<file path="src/rtl/present_sbox_sched.sv">
// Round controller for the nibble-serial masked PRESENT-80 core: schedules the shared S-box gadget.
// Optional macro SBOX_CLKGATE_EN: gate_en follows gadget activity instead of being held high.
module present_sbox_sched #(
    parameter int LAT    = 2,
    parameter int ROUNDS = 31
) (
    input  logic       clk,
    input  logic       rst_n,
    input  logic       start,
    input  logic       rnd_valid,
    output logic       rnd_take,
    output logic       sb_valid,
    output logic       sb_src,
    output logic [3:0] sb_idx,
    output logic       wb_en,
    output logic       wb_src,
    output logic [3:0] wb_idx,
    output logic       ark_en,
    output logic       key_rot_en,
    output logic       player_en,
    output logic [4:0] round,
    output logic       busy,
    output logic       done,
    output logic       gate_en
);

    typedef enum logic [3:0] {
        S_IDLE, S_ARK, S_KROT, S_SBOX, S_KEYSB, S_DRAIN, S_PLAYER, S_FINAL, S_DONE
    } state_t;

    state_t     state_reg;
    logic [3:0] idx_reg;
    logic       src_reg;
    logic [2:0] drain_cnt_reg;
    logic [4:0] round_reg;
    logic       ark_reg;
    logic       krot_reg;
    logic       player_reg;
    logic       busy_reg;
    logic       done_reg;
    logic       issue;

    logic [LAT-1:0] pipe_v_reg;
    logic [LAT-1:0] pipe_src_reg;
    logic [3:0]     pipe_idx_reg [LAT];

    // An issue is the same-cycle handshake with the PRNG; it cannot be registered.
    assign issue      = ((state_reg == S_SBOX) || (state_reg == S_KEYSB)) && rnd_valid;
    assign sb_valid   = issue;
    assign rnd_take   = issue;
    assign sb_src     = src_reg;
    assign sb_idx     = idx_reg;
    assign ark_en     = ark_reg;
    assign key_rot_en = krot_reg;
    assign player_en  = player_reg;
    assign round      = round_reg;
    assign busy       = busy_reg;
    assign done       = done_reg;

    always_ff @(posedge clk or negedge rst_n) begin
        if (!rst_n) begin
            state_reg     <= S_IDLE;
            idx_reg       <= 4'd0;
            src_reg       <= 1'b0;
            drain_cnt_reg <= 3'd0;
            round_reg     <= 5'd0;
            ark_reg       <= 1'b0;
            krot_reg      <= 1'b0;
            player_reg    <= 1'b0;
            busy_reg      <= 1'b0;
            done_reg      <= 1'b0;
        end else begin
            ark_reg    <= 1'b0;
            krot_reg   <= 1'b0;
            player_reg <= 1'b0;
            done_reg   <= 1'b0;
            case (state_reg)
                S_IDLE: begin
                    if (start) begin
                        state_reg <= S_ARK;
                        ark_reg   <= 1'b1;
                        round_reg <= 5'd1;
                        busy_reg  <= 1'b1;
                    end
                end
                S_ARK: begin
                    state_reg <= S_KROT;
                    krot_reg  <= 1'b1;
                end
                S_KROT: begin
                    state_reg <= S_SBOX;
                    idx_reg   <= 4'd0;
                    src_reg   <= 1'b0;
                end
                S_SBOX: begin
                    if (rnd_valid) begin
                        if (idx_reg == 4'd15) begin
                            // The key nibble reuses index 15, so only the source flips.
                            state_reg <= S_KEYSB;
                            src_reg   <= 1'b1;
                        end else begin
                            idx_reg <= idx_reg + 4'd1;
                        end
                    end
                end
                S_KEYSB: begin
                    if (rnd_valid) begin
                        state_reg     <= S_DRAIN;
                        drain_cnt_reg <= 3'(LAT - 1);
                    end
                end
                S_DRAIN: begin
                    if (drain_cnt_reg == 3'd0) begin
                        state_reg  <= S_PLAYER;
                        player_reg <= 1'b1;
                    end else begin
                        drain_cnt_reg <= drain_cnt_reg - 3'd1;
                    end
                end
                S_PLAYER: begin
                    ark_reg <= 1'b1;
                    if (round_reg == 5'(ROUNDS)) begin
                        state_reg <= S_FINAL;
                    end else begin
                        state_reg <= S_ARK;
                        round_reg <= round_reg + 5'd1;
                    end
                end
                S_FINAL: begin
                    state_reg <= S_DONE;
                    done_reg  <= 1'b1;
                end
                S_DONE: begin
                    state_reg <= S_IDLE;
                    round_reg <= 5'd0;
                    busy_reg  <= 1'b0;
                end
                default: begin
                    state_reg <= S_IDLE;
                    busy_reg  <= 1'b0;
                end
            endcase
        end
    end

    // Gadget-latency delay line: runs freely so stalls never stretch write-back timing.
    always_ff @(posedge clk or negedge rst_n) begin
        if (!rst_n) begin
            pipe_v_reg   <= '0;
            pipe_src_reg <= '0;
            for (int i = 0; i < LAT; i++) begin
                pipe_idx_reg[i] <= 4'd0;
            end
        end else begin
            pipe_v_reg[0]   <= issue;
            pipe_src_reg[0] <= src_reg;
            pipe_idx_reg[0] <= idx_reg;
            for (int i = 1; i < LAT; i++) begin
                pipe_v_reg[i]   <= pipe_v_reg[i-1];
                pipe_src_reg[i] <= pipe_src_reg[i-1];
                pipe_idx_reg[i] <= pipe_idx_reg[i-1];
            end
        end
    end

    assign wb_en  = pipe_v_reg[LAT-1];
    assign wb_src = pipe_src_reg[LAT-1];
    assign wb_idx = pipe_idx_reg[LAT-1];

`ifdef SBOX_CLKGATE_EN
    assign gate_en = issue | (|pipe_v_reg);
`else
    logic gate_reg;

    always_ff @(posedge clk or negedge rst_n) begin
        if (!rst_n) begin
            gate_reg <= 1'b0;
        end else begin
            gate_reg <= 1'b1;
        end
    end

    assign gate_en = gate_reg;
`endif

endmodule

</file>
<file path="config.mk">
export PLATFORM = sky130hd
export DESIGN_NAME = present_sbox_sched
export DESIGN_NICKNAME = d
export VERILOG_FILES = /design/src/rtl/present_sbox_sched.sv
export SDC_FILE = /design/constraint.sdc
export NUM_CORES = 1
export LEC_CHECK = 0
export BUFFER_PORTS_ARGS = -buffer_cell sky130_fd_sc_hd__buf_2
export CAP_MARGIN = 10
export CORE_MARGIN = 1
export CORE_UTILIZATION = 35
export DETAILED_ROUTE_END_ITERATION = 16
export GPL_ROUTABILITY_DRIVEN = 0
export PLACE_DENSITY_LB_ADDON = 0.1
export SLEW_MARGIN = 15
export SYNTH_ARGS = -nofsm -noshare
export SYNTH_HDL_FRONTEND = slang
export SYNTH_SLANG_ARGS = --single-unit
</file>
<file path="constraint.sdc">
create_clock -name clk -period 4.08 [get_ports clk]
set_input_delay 0.204 -clock clk [delete_from_list [all_inputs] [get_ports clk]]
set_output_delay 0.204 -clock clk [all_outputs]
set_load 0.005 [all_outputs]
</file>
After elaboration in Yosys (flattened, before gate mapping)
Index checks and enable logic that the tools add are counted.
Storage, ports and cells
  register bits after elaboration: 35
  input bits: 4
  output and inout port bits: 24
  word-level logic and storage cells: 78
Cells by class
  add/subtract/negate cells: 3
  equal/unequal tests: 18
  muxes and demuxes: 27
  bitwise gates (word level): 1
  reduce and logical (&&, ||, !) cells: 14
Operators with widths (number)
  one-hot mux 4 bit (8 select lines): 1
  two-way mux 4 bit: 7
  == test 4 x 3 -> 1 bit, second input constant: 4
  one-hot mux 5 bit (3 select lines): 1
  != test 2 bit, second input constant: 7
  AND reduction 3 bit: 4
  two-way mux 5 bit: 2
  two-way mux 3 bit: 3
  == test 4 x 2 -> 1 bit, second input constant: 2
  == test 4 bit, second input constant: 2
  two-way mux 1 bit: 8
  one-hot mux 4 bit (2 select lines): 1
  OR reduction 7 bit: 1
  one-hot mux 1 bit (2 select lines): 3
  one-hot mux 3 bit (2 select lines): 1
  adder 5 x 1 -> 5 bit, second input constant: 1
  == test 5 bit, second input constant: 1
  AND reduction 5 bit: 1
  adder 4 x 1 -> 4 bit, second input constant: 1
  == test 4 x 1 -> 1 bit, second input constant: 1
  zero test 4 bit: 1
  nonzero test 2 bit: 2
  zero test 3 bit: 1
  nonzero test 3 bit: 1
  6 further kinds: 6

Longest topological paths before layout
Gate-level depths: netlist of the first run.
  word-level depth: 4
  mapped depth: 8
  gate-level depth less buffers: 8

Least setup slack after synthesis of the first run
OpenSTA, ideal clock, no wires.
  path kind: reg2reg
  start: register round_reg[0] (netlist: round[0])
  end: register round_reg[1] (netlist: round[1])
  setup time: 0.079 ns
  arrival time: 1.502 ns
  required time: 4.001 ns
  path slack: 2.499 ns
  cell stages (with the launch flop): 8
  buffers on the path: 0
  period minus slack after synthesis: 1.581 ns
  cells stage by stage: dfrtp_1 > ha_1 > inv_1 > nor3_1 > ha_1 > nand3b_1 > a21oi_2 > mux2i_1
On the way
  word-level cells in the longest chain between the ends: 3
  elaborated cells on any way between the ends: 6
  classes of those cells: add/sub (1); eq/ne (2); mux (2); reduce/logical (1)
Ends and longest elaborated chain
  start: declaration: RTL line 35  | logic [4:0] round_reg;
  start signal: assignment: RTL line 126  | round_reg <= round_reg + 5'd1;
  adder 5 x 1 -> 5 bit or == test 5 bit (tied branches): RTL line 126, 122
  two-way mux 5 bit or != test 2 bit (tied branches)
  one-hot mux 5 bit (3 select lines) or AND reduction 3 bit (tied branches)
Parallel ways exist; a longest one is shown, timed or not. The select of a mux whose other input is x is not followed.
A chain may end at the register's enable or synchronous reset.

Final worst setup path of the first run
  start: register state_reg[0]
  end: output port rnd_take
On the way
  word-level cells in the longest chain between the ends: 3
  elaborated cells on any way between the ends: 4
  classes of those cells: eq/ne (2); reduce/logical (2)
Ends and longest elaborated chain
  start: declaration: RTL line 31  | state_t state_reg;
  start signal: assignment: RTL line 62  | state_reg <= S_IDLE;
  start signal: assignment: RTL line 80  | state_reg <= S_ARK;
  start signal: assignment: RTL line 87  | state_reg <= S_KROT;
  == test 4 x 2 -> 1 bit or == test 4 x 3 -> 1 bit (tied branches): RTL line 48  | assign issue = ((state_reg == S_SBOX) || (state_reg == S_KEYSB)) && rnd_valid;
  logical OR 1 bit *: RTL line 48
  logical AND 1 bit *: RTL line 48
  end: declaration: RTL line 11  | output logic rnd_take,
Mark *: on every way between the ends. The rest lies on a longest branch, timed or not.

==> results.md, run 1 <==
| Group | Metric | Reported |
| --- | --- | --- |
| global route | Remaining global-route overflow | 0 |
| sta | Relative slew margins | 48.24% |
| critical path | Crit Reg-Reg Endpoint | pipe_v_reg[0] |
| routing | DR pass1 iterations | 4 |
| critical path | Crit path kind | reg2out |
| global route | All-Layer GR Usage | 14.08% |
| yosys | EDFF count, synth | 0 |
| sta | Setup repair after global routing missed its margin | false |
| yosys | Most instantiated cells after synthesis | sky130_fd_sc_hd__dfrtp_1 (35), sky130_fd_sc_hd__nand2_1 (12), sky130_fd_sc_hd__inv_1 (9) |
| yosys | Seq/Total Area, Yosys | 53.60% |
| routing | Vias post-DR | 1191 |
| final layout | Flip-flop count of the largest register after layout | 5 |
| worst hold path | Worst hold path type | in2async |
| sta | Minimum hold slack | -0.003932 ns |
| final layout | Final net count | 182 |
| final layout | Synthesis-to-layout area growth | 12.79% |
| place | Detailed placement HPWL | 2098 um |
| global route | Number of antenna violations at the first check in global routing | 0 |
| global route | Vias in the first global route | 1162 |
| yosys | Leading register cell type out of synthesis | sky130_fd_sc_hd__dfrtp_1 |
| clocking | Cells resized by post-CTS repair | 0 |
| routing | Post-detailed-route wirelength per cell | 13.64 um |
| critical path | Worst reg2reg path depth | 3 |
| yosys | Cell taking the most area after synthesis | sky130_fd_sc_hd__dfrtp_1 |
| final layout | Area used by multi-input combinational logic | 645.6 um2 |
| sta | Worst-Margin Slew | 0.7764 ns |
| routing | Routed length on met3 | 163 um |
| final layout | Final non-filler cell area | 1843 um2 |
| critical path | Critical register-to-register path startpoint | state_reg[0] |
| sta | Final-layout setup total negative slack | 0 ns |
| critical path | Required time at the worst-slack endpoint | 3.88 ns |
| yosys | Synthesized cell area | 1634 um2 |
| critical path | Critical path arrival | 2.12 ns |
| routing | Met2 Routed Length | 1397 um |
| sta | Final Setup Violations | 0 |
| critical path | Slack of the worst reg-to-reg path | 2.29 ns |
| yosys | Cell with the most instances after synthesis | sky130_fd_sc_hd__dfrtp_1 |
| sta | Slack of the critical path | 1.752 ns |
| floorplanning | Die Height | 70.33 um |
| yosys | Most area-consuming cells after synthesis | sky130_fd_sc_hd__dfrtp_1 (54%), sky130_fd_sc_hd__ha_1 (3.8%), sky130_fd_sc_hd__buf_4 (2.8%) |
| job | Max Cap Viol | 0 |
| power | Total power density per cell area | 576.0 nW/um2 |
| floorplanning | I/O pin cnt | 28 |
| yosys | Count of unique library cells instantiated by Yosys | 44 |
| clocking | Insertion delay to the later sink of the worst-skew pair | 0.29 ns |
| global route | Maximum number of pins on one net before global-route repair | 36 |
| place | Placement-stage cell area | 1759 um2 |
| power | IR drop worst, VDD | 0.1528 mV |
| yosys | Synth top area share | 53.60% |
| routing | Wirelength, routed | 3082 um |
| routing | Initial DRC count | 81 |
| final layout | Count of fill cells added during filler insertion | 428 |
| final layout | Number of diodes | 0 |
| sta | Number of endpoints with negative hold slack in the final report | 7 |
| routing | Routed metal-1 wire length | 1483 um |
| clocking | # clock sinks | 35 |
| clocking | Clock-pin slew of the registers on the worst-case setup and hold paths | 0.07 ns |
| clocking | Hold-fix buffer count after cts | 0 |
| yosys | Seq cells post-synth | 35 |
| sta | Tmin final | 2.328 ns |
| floorplanning | Core region area | 4414 um2 |
| yosys | Asr flop ratio synth | 100.0% |
| clocking | CTS tree | done |
| floorplanning | Effective utilization at floorplan | 37.02% |
| status | Run status | complete, but fails checks |
| clocking | H-tree depth | 2 |
| global route | Global-route wire length before repair | 5457 um |
| place | Count of input and output buffers | 27 |
| final layout | Sequential Area | 875.8 um2 |
| final layout | Fraction of layout instances using a drive strength above 1 | 23.56% |
| floorplanning | Placement row count | 24 |
| yosys | Number of instances in the synthesized netlist | 150 |
| critical path | CP endpoint kind | output pin |
| critical path | Worst setup path startpoint | state_reg[0] |
| yosys | Avg Synthesized Cell Area | 10.89 um2 |
| clocking | Number of buffers added by the clock tree synthesis step | 5 |
| critical path | Type of origin of the critical path | flip-flop |
| clocking | Max Buffers Root-to-Sink | 2 |
| routing | Drc violations | 0 |
| critical path | Worst setup path endpoint | rnd_take |
| routing | Highest signal layer in the routed design | met4 |
| yosys | Warnings, synthesis | 0 |
| power | P_leak | 0.8795 nW |
| routing | Drt via density | 5.270 |
| sta | Largest clock skew in the final design | 0.007631 ns |
| sta | Fmax | 0.4295 GHz |
| floorplanning | Die ar. | 4946 um2 |
| floorplanning | Overall die width | 70.33 um |
| yosys | Post-Syn Nets | 159 |
| place | Setup Slack @ Placement | 2.058 ns |
| routing | Post-detailed-route count of antenna-violating nets | 0 |
| sta | Final Max Tran Viols | 0 |
| clocking | Post-CTS Setup Bufs | 0 |
| status | Violated checks | negative hold slack |
| critical path | Maximum net fanout on the critical path | 21 |
| sta | Period Utilization, post-route | 57.07% |
| clocking | Clock root buffer | sky130_fd_sc_hd__clkbuf_8 |
==> kinds of logic (layout without fill, tap and decap cells) <==
kind of cell / after synthesis / after routing / share of synthesized area, %
AND/OR/NAND/NOR: 50 / 50 / 19.07
flip-flops: 35 / 35 / 53.60
AO/OA/AOI/OAI: 34 / 34 / 13.94
buffers and inverters: 21 / 45 / 6.890
adder cells (fa/ha/maj): 5 / 5 / 3.828
multiplexers: 4 / 4 / 2.450
other: 1 / 1 / 0.2295
==> power breakdown <==
part           internal, mW  leakage (nW)  total (mW)  switching [mW]
combinational         0.139         0.385       0.288           0.149
sequential            0.437         0.447       0.534          0.0968
clock                 0.117        0.0477       0.240           0.124
==> worst min-delay path by stage <==
stage | slack, ns | endpoint
after global placement | 0.32 | pipe_src_reg[1]
final | -0.004 | round[2]
after detailed placement | 0.33 | sb_src
after CTS | 0.02 | state_reg[0]
after global routing | 0.07 | drain_cnt_reg[0]
after floorplan | -0.09 | ark_en
==> through the flow <==
| stage | utilization, % | total power, mW | std cells |
|---|---|---|---|
| 3_5_place_dp | 39.85 | 0.8336 | 218 |
| 5_1_grt | 41.75 | 1.150 | 226 |
| 3_3_place_gp | 39.85 | 0.8154 | 218 |
| 6_report | 41.75 | 1.062 | 226 |
| 2_1_floorplan | - | 0.7356 | 150 |
| 4_1_cts | 41.75 | 1.079 | 226 |
==> worst max-delay path: stages, from the launching register on <==
cell and delay, ns:
sky130_fd_sc_hd__dfrtp_1 0.73, sky130_fd_sc_hd__clkinv_1 0.40, sky130_fd_sc_hd__mux2i_1 0.19, sky130_fd_sc_hd__nor3b_1 0.33, sky130_fd_sc_hd__buf_2 0.18
==> cell type report <==
type | count | area share, %
clock buffer | 5 | 3.734
sequential | 35 | 47.52
multi-input combinational | 94 | 35.03
inverter | 10 | 2.037
tap | 52 | 3.530
timing repair buffer | 27 | 7.332
clock inverter | 3 | 0.8147
==> layer usage <==
| layer | global-route usage [%] | vias up |
|---|---|---|
| met2 | 21.16 | 39 |
| met4 | 5.333 | 0 |
| met3 | 4.906 | 4 |
| li1 | - | 577 |
| met5 | 0 | - |
| met1 | 18.56 | 571 |
==> layout by cell type (no fill, tap or decap), types with 3 or more instances in the layout <==
master and instances:
sky130_fd_sc_hd__a21oi_1 6, sky130_fd_sc_hd__nand3_1 6, sky130_fd_sc_hd__mux2i_1 4, sky130_fd_sc_hd__a2bb2oi_1 3, sky130_fd_sc_hd__clkbuf_8 5, sky130_fd_sc_hd__nand4_1 3, sky130_fd_sc_hd__clkinv_2 3, sky130_fd_sc_hd__nor2_1 6
sky130_fd_sc_hd__o21ai_0 7, sky130_fd_sc_hd__a31oi_1 3, sky130_fd_sc_hd__nand2_1 12, sky130_fd_sc_hd__a22o_1 3, sky130_fd_sc_hd__inv_1 9, sky130_fd_sc_hd__nor2b_1 3, sky130_fd_sc_hd__buf_2 27, sky130_fd_sc_hd__dfrtp_1 35
sky130_fd_sc_hd__nand2b_1 4, sky130_fd_sc_hd__ha_1 5
No activity file was read; power rests on OpenSTA's default activity.
==> inputs of run 2 (changes only) <==
==> constraint.sdc (replaced) <==
create_clock -name clk -period 2.3 [get_ports clk]
set_input_delay 0.115 -clock clk [delete_from_list [all_inputs] [get_ports clk]]
set_output_delay 0.115 -clock clk [all_outputs]
set_load 0.005 [all_outputs]
==> results.md, run 2 (synthesis gave the netlist of run 1 again) <==
| Group | Metric | Reported |
| --- | --- | --- |
| routing | Wirelength, routed | 3122 um |
| routing | Drt via density | 5.233 |
| clocking | CTS tree | done |
| floorplanning | Core region area | 4414 um2 |
| routing | Vias post-DR | 1188 |
| critical path | Worst reg2reg path depth | 7 |
| power | Total power density per cell area | 1028 nW/um2 |
| worst hold path | Hold Path Origin | start |
| sta | Final Max Tran Viols | 0 |
| sta | Setup repair after global routing missed its margin | false |
| worst hold path | Min-Delay Endpoint | ark_en |
| critical path | Crit path kind | reg2out |
| critical path | Slack of the worst reg-to-reg path | 0.53 ns |
| sta | Fmax | 0.5185 GHz |
| place | Placement-stage cell area | 1767 um2 |
| final layout | Synthesis-to-layout area growth | 14.09% |
| critical path | Critical path arrival | 1.81 ns |
| place | Detailed placement HPWL | 2138 um |
| floorplanning | Placement row count | 24 |
| sta | Tmin final | 1.928 ns |
| critical path | Crit Reg-Reg Endpoint | round[4] |
| place | Count of input and output buffers | 27 |
| critical path | Type of origin of the critical path | flip-flop |
| sta | Slack of the critical path | 0.3715 ns |
| final layout | Number of diodes | 0 |
| global route | Maximum number of pins on one net before global-route repair | 36 |
| global route | All-Layer GR Usage | 14.62% |
| clocking | Number of buffers added by the clock tree synthesis step | 5 |
| routing | Post-detailed-route wirelength per cell | 13.75 um |
| place | Placed Cells | 219 |
| job | Max Cap Viol | 0 |
| final layout | Flip-flop count of the largest register after layout | 5 |
| status | Run status | complete, no violations |
| final layout | Final non-filler cell area | 1864 um2 |
| final layout | Fraction of layout instances using a drive strength above 1 | 23.43% |
| global route | Remaining global-route overflow | 0 |
| sta | Period Utilization, post-route | 83.85% |
| final layout | Most used cells in the layout excluding fill and tap cells | sky130_fd_sc_hd__dfrtp_1 (35), sky130_fd_sc_hd__buf_2 (27), sky130_fd_sc_hd__nand2_1 (12) |
| place | Setup Slack @ Placement | 0.5302 ns |
| sta | Relative slew margins | 48.89% |
| floorplanning | Overall die width | 70.33 um |
| sta | Worst-Margin Slew | 0.7666 ns |
| sta | Final-layout setup total negative slack | 0 ns |
| worst hold path | Worst hold path type | in2reg |
| clocking | Post-CTS Setup Bufs | 0 |
| routing | Post-detailed-route count of antenna-violating nets | 0 |
| sta | Final Setup Violations | 0 |
| clocking | Clock-pin slew of the registers on the worst-case setup and hold paths | 0.07 ns |
| global route | Number of antenna violations at the first check in global routing | 0 |
| final layout | Leading cell type in the layout, fill and taps excluded | sky130_fd_sc_hd__dfrtp_1 |
| clocking | H-tree depth | 2 |
| worst hold path | Hold path cells | 3 |
| routing | DR pass1 iterations | 4 |
| global route | Vias in the first global route | 1190 |
| power | IR drop worst, VDD | 0.3031 mV |
| final layout | Final net count | 184 |
| clocking | Cells resized by post-CTS repair | 0 |
| final layout | Count of fill cells added during filler insertion | 437 |
| power | P_leak | 0.8875 nW |
| sta | Largest clock skew in the final design | 0.006252 ns |
| critical path | Required time at the worst-slack endpoint | 2.18 ns |
| floorplanning | I/O pin cnt | 28 |
| floorplanning | Die Height | 70.33 um |
| routing | Initial DRC count | 100 |
| clocking | Max Buffers Root-to-Sink | 2 |
| critical path | Critical register-to-register path startpoint | round[0] |
| floorplanning | Effective utilization at floorplan | 37.02% |
| floorplanning | Die ar. | 4946 um2 |
| final layout | Count of non-filler cells in the finished layout | 227 |
| critical path | CP endpoint kind | output pin |
| clocking | Clock root buffer | sky130_fd_sc_hd__clkbuf_8 |
| critical path | Maximum net fanout on the critical path | 13 |
| routing | Drc violations | 0 |
| clocking | Insertion delay to the later sink of the worst-skew pair | 0.29 ns |
| global route | Global-route wire length before repair | 5616 um |
| clocking | # clock sinks | 35 |
| sta | Number of endpoints with negative hold slack in the final report | 0 |
[run 2: what timing repair did]
action,4_1_cts,5_1_grt
setup endpoints to repair,0,0
hold buffers,1,0
endpoints found under the hold margin,35,0
[run 2: how the worst max path moves through the flow]
stage                      start       end  slack (ns)  cells past startpoint
floorplan               round[0]  round[1]        0.72                      7
global placement        round[0]  round[1]        0.64                      7
finish              state_reg[2]  rnd_take        0.37                      4
global route        state_reg[2]  rnd_take        0.15                      4
detailed placement      round[0]  round[4]        0.53                      7
CTS                 state_reg[2]  rnd_take        0.37                      4
[run 2: area by class of cell]
| class | count | area [um2] | share of cell area (%) |
|---|---|---|---|
| clock inverters | 1 | 5.005 | 0.2685 |
| repair buffers | 29 | 152.6 | 8.188 |
| inverters | 10 | 37.54 | 2.013 |
| flip-flops and latches | 35 | 875.8 | 46.98 |
| clock buffers | 6 | 82.58 | 4.430 |
| multi-input cells | 94 | 645.6 | 34.63 |
| well taps | 52 | 65.06 | 3.490 |
[run 2: through the flow]
| stage | hold slack, ns | util [%] | power [mW] |
|---|---|---|---|
| after floorplan | -0.1806 | - | 1.305 |
| after global placement | 0.2356 | 40.02 | 1.464 |
| after detailed placement | 0.2450 | 40.02 | 1.491 |
| after CTS | 0.1232 | 42.23 | 1.941 |
| after global routing | 0.1365 | 42.23 | 2.083 |
| final | 0.1201 | 42.23 | 1.917 |
[run 2: worst max-delay path, stage by stage (launching register included)]
cell and delay (ns):
sky130_fd_sc_hd__dfrtp_1 0.61, sky130_fd_sc_hd__nor2b_1 0.27, sky130_fd_sc_hd__mux2i_1 0.11, sky130_fd_sc_hd__nor3b_1 0.35, sky130_fd_sc_hd__buf_2 0.19
[run 2: metal layers]
metal  vias to the layer above  GRT usage [%]  share of wire, %
li1                        575              -                 -
met1                       574          18.73                47
met2                        33          22.75                46
met3                         6          5.051               5.2
met4                         0          5.333               1.3
met5                         -              0                 0
[run 2: where the power goes]
group          switching [mW]  internal (mW)  leakage [nW]  total [mW]
Clock                   0.210          0.235        0.0470       0.445
Combinational           0.303          0.254         0.393       0.557
Sequential              0.139          0.776         0.447       0.915
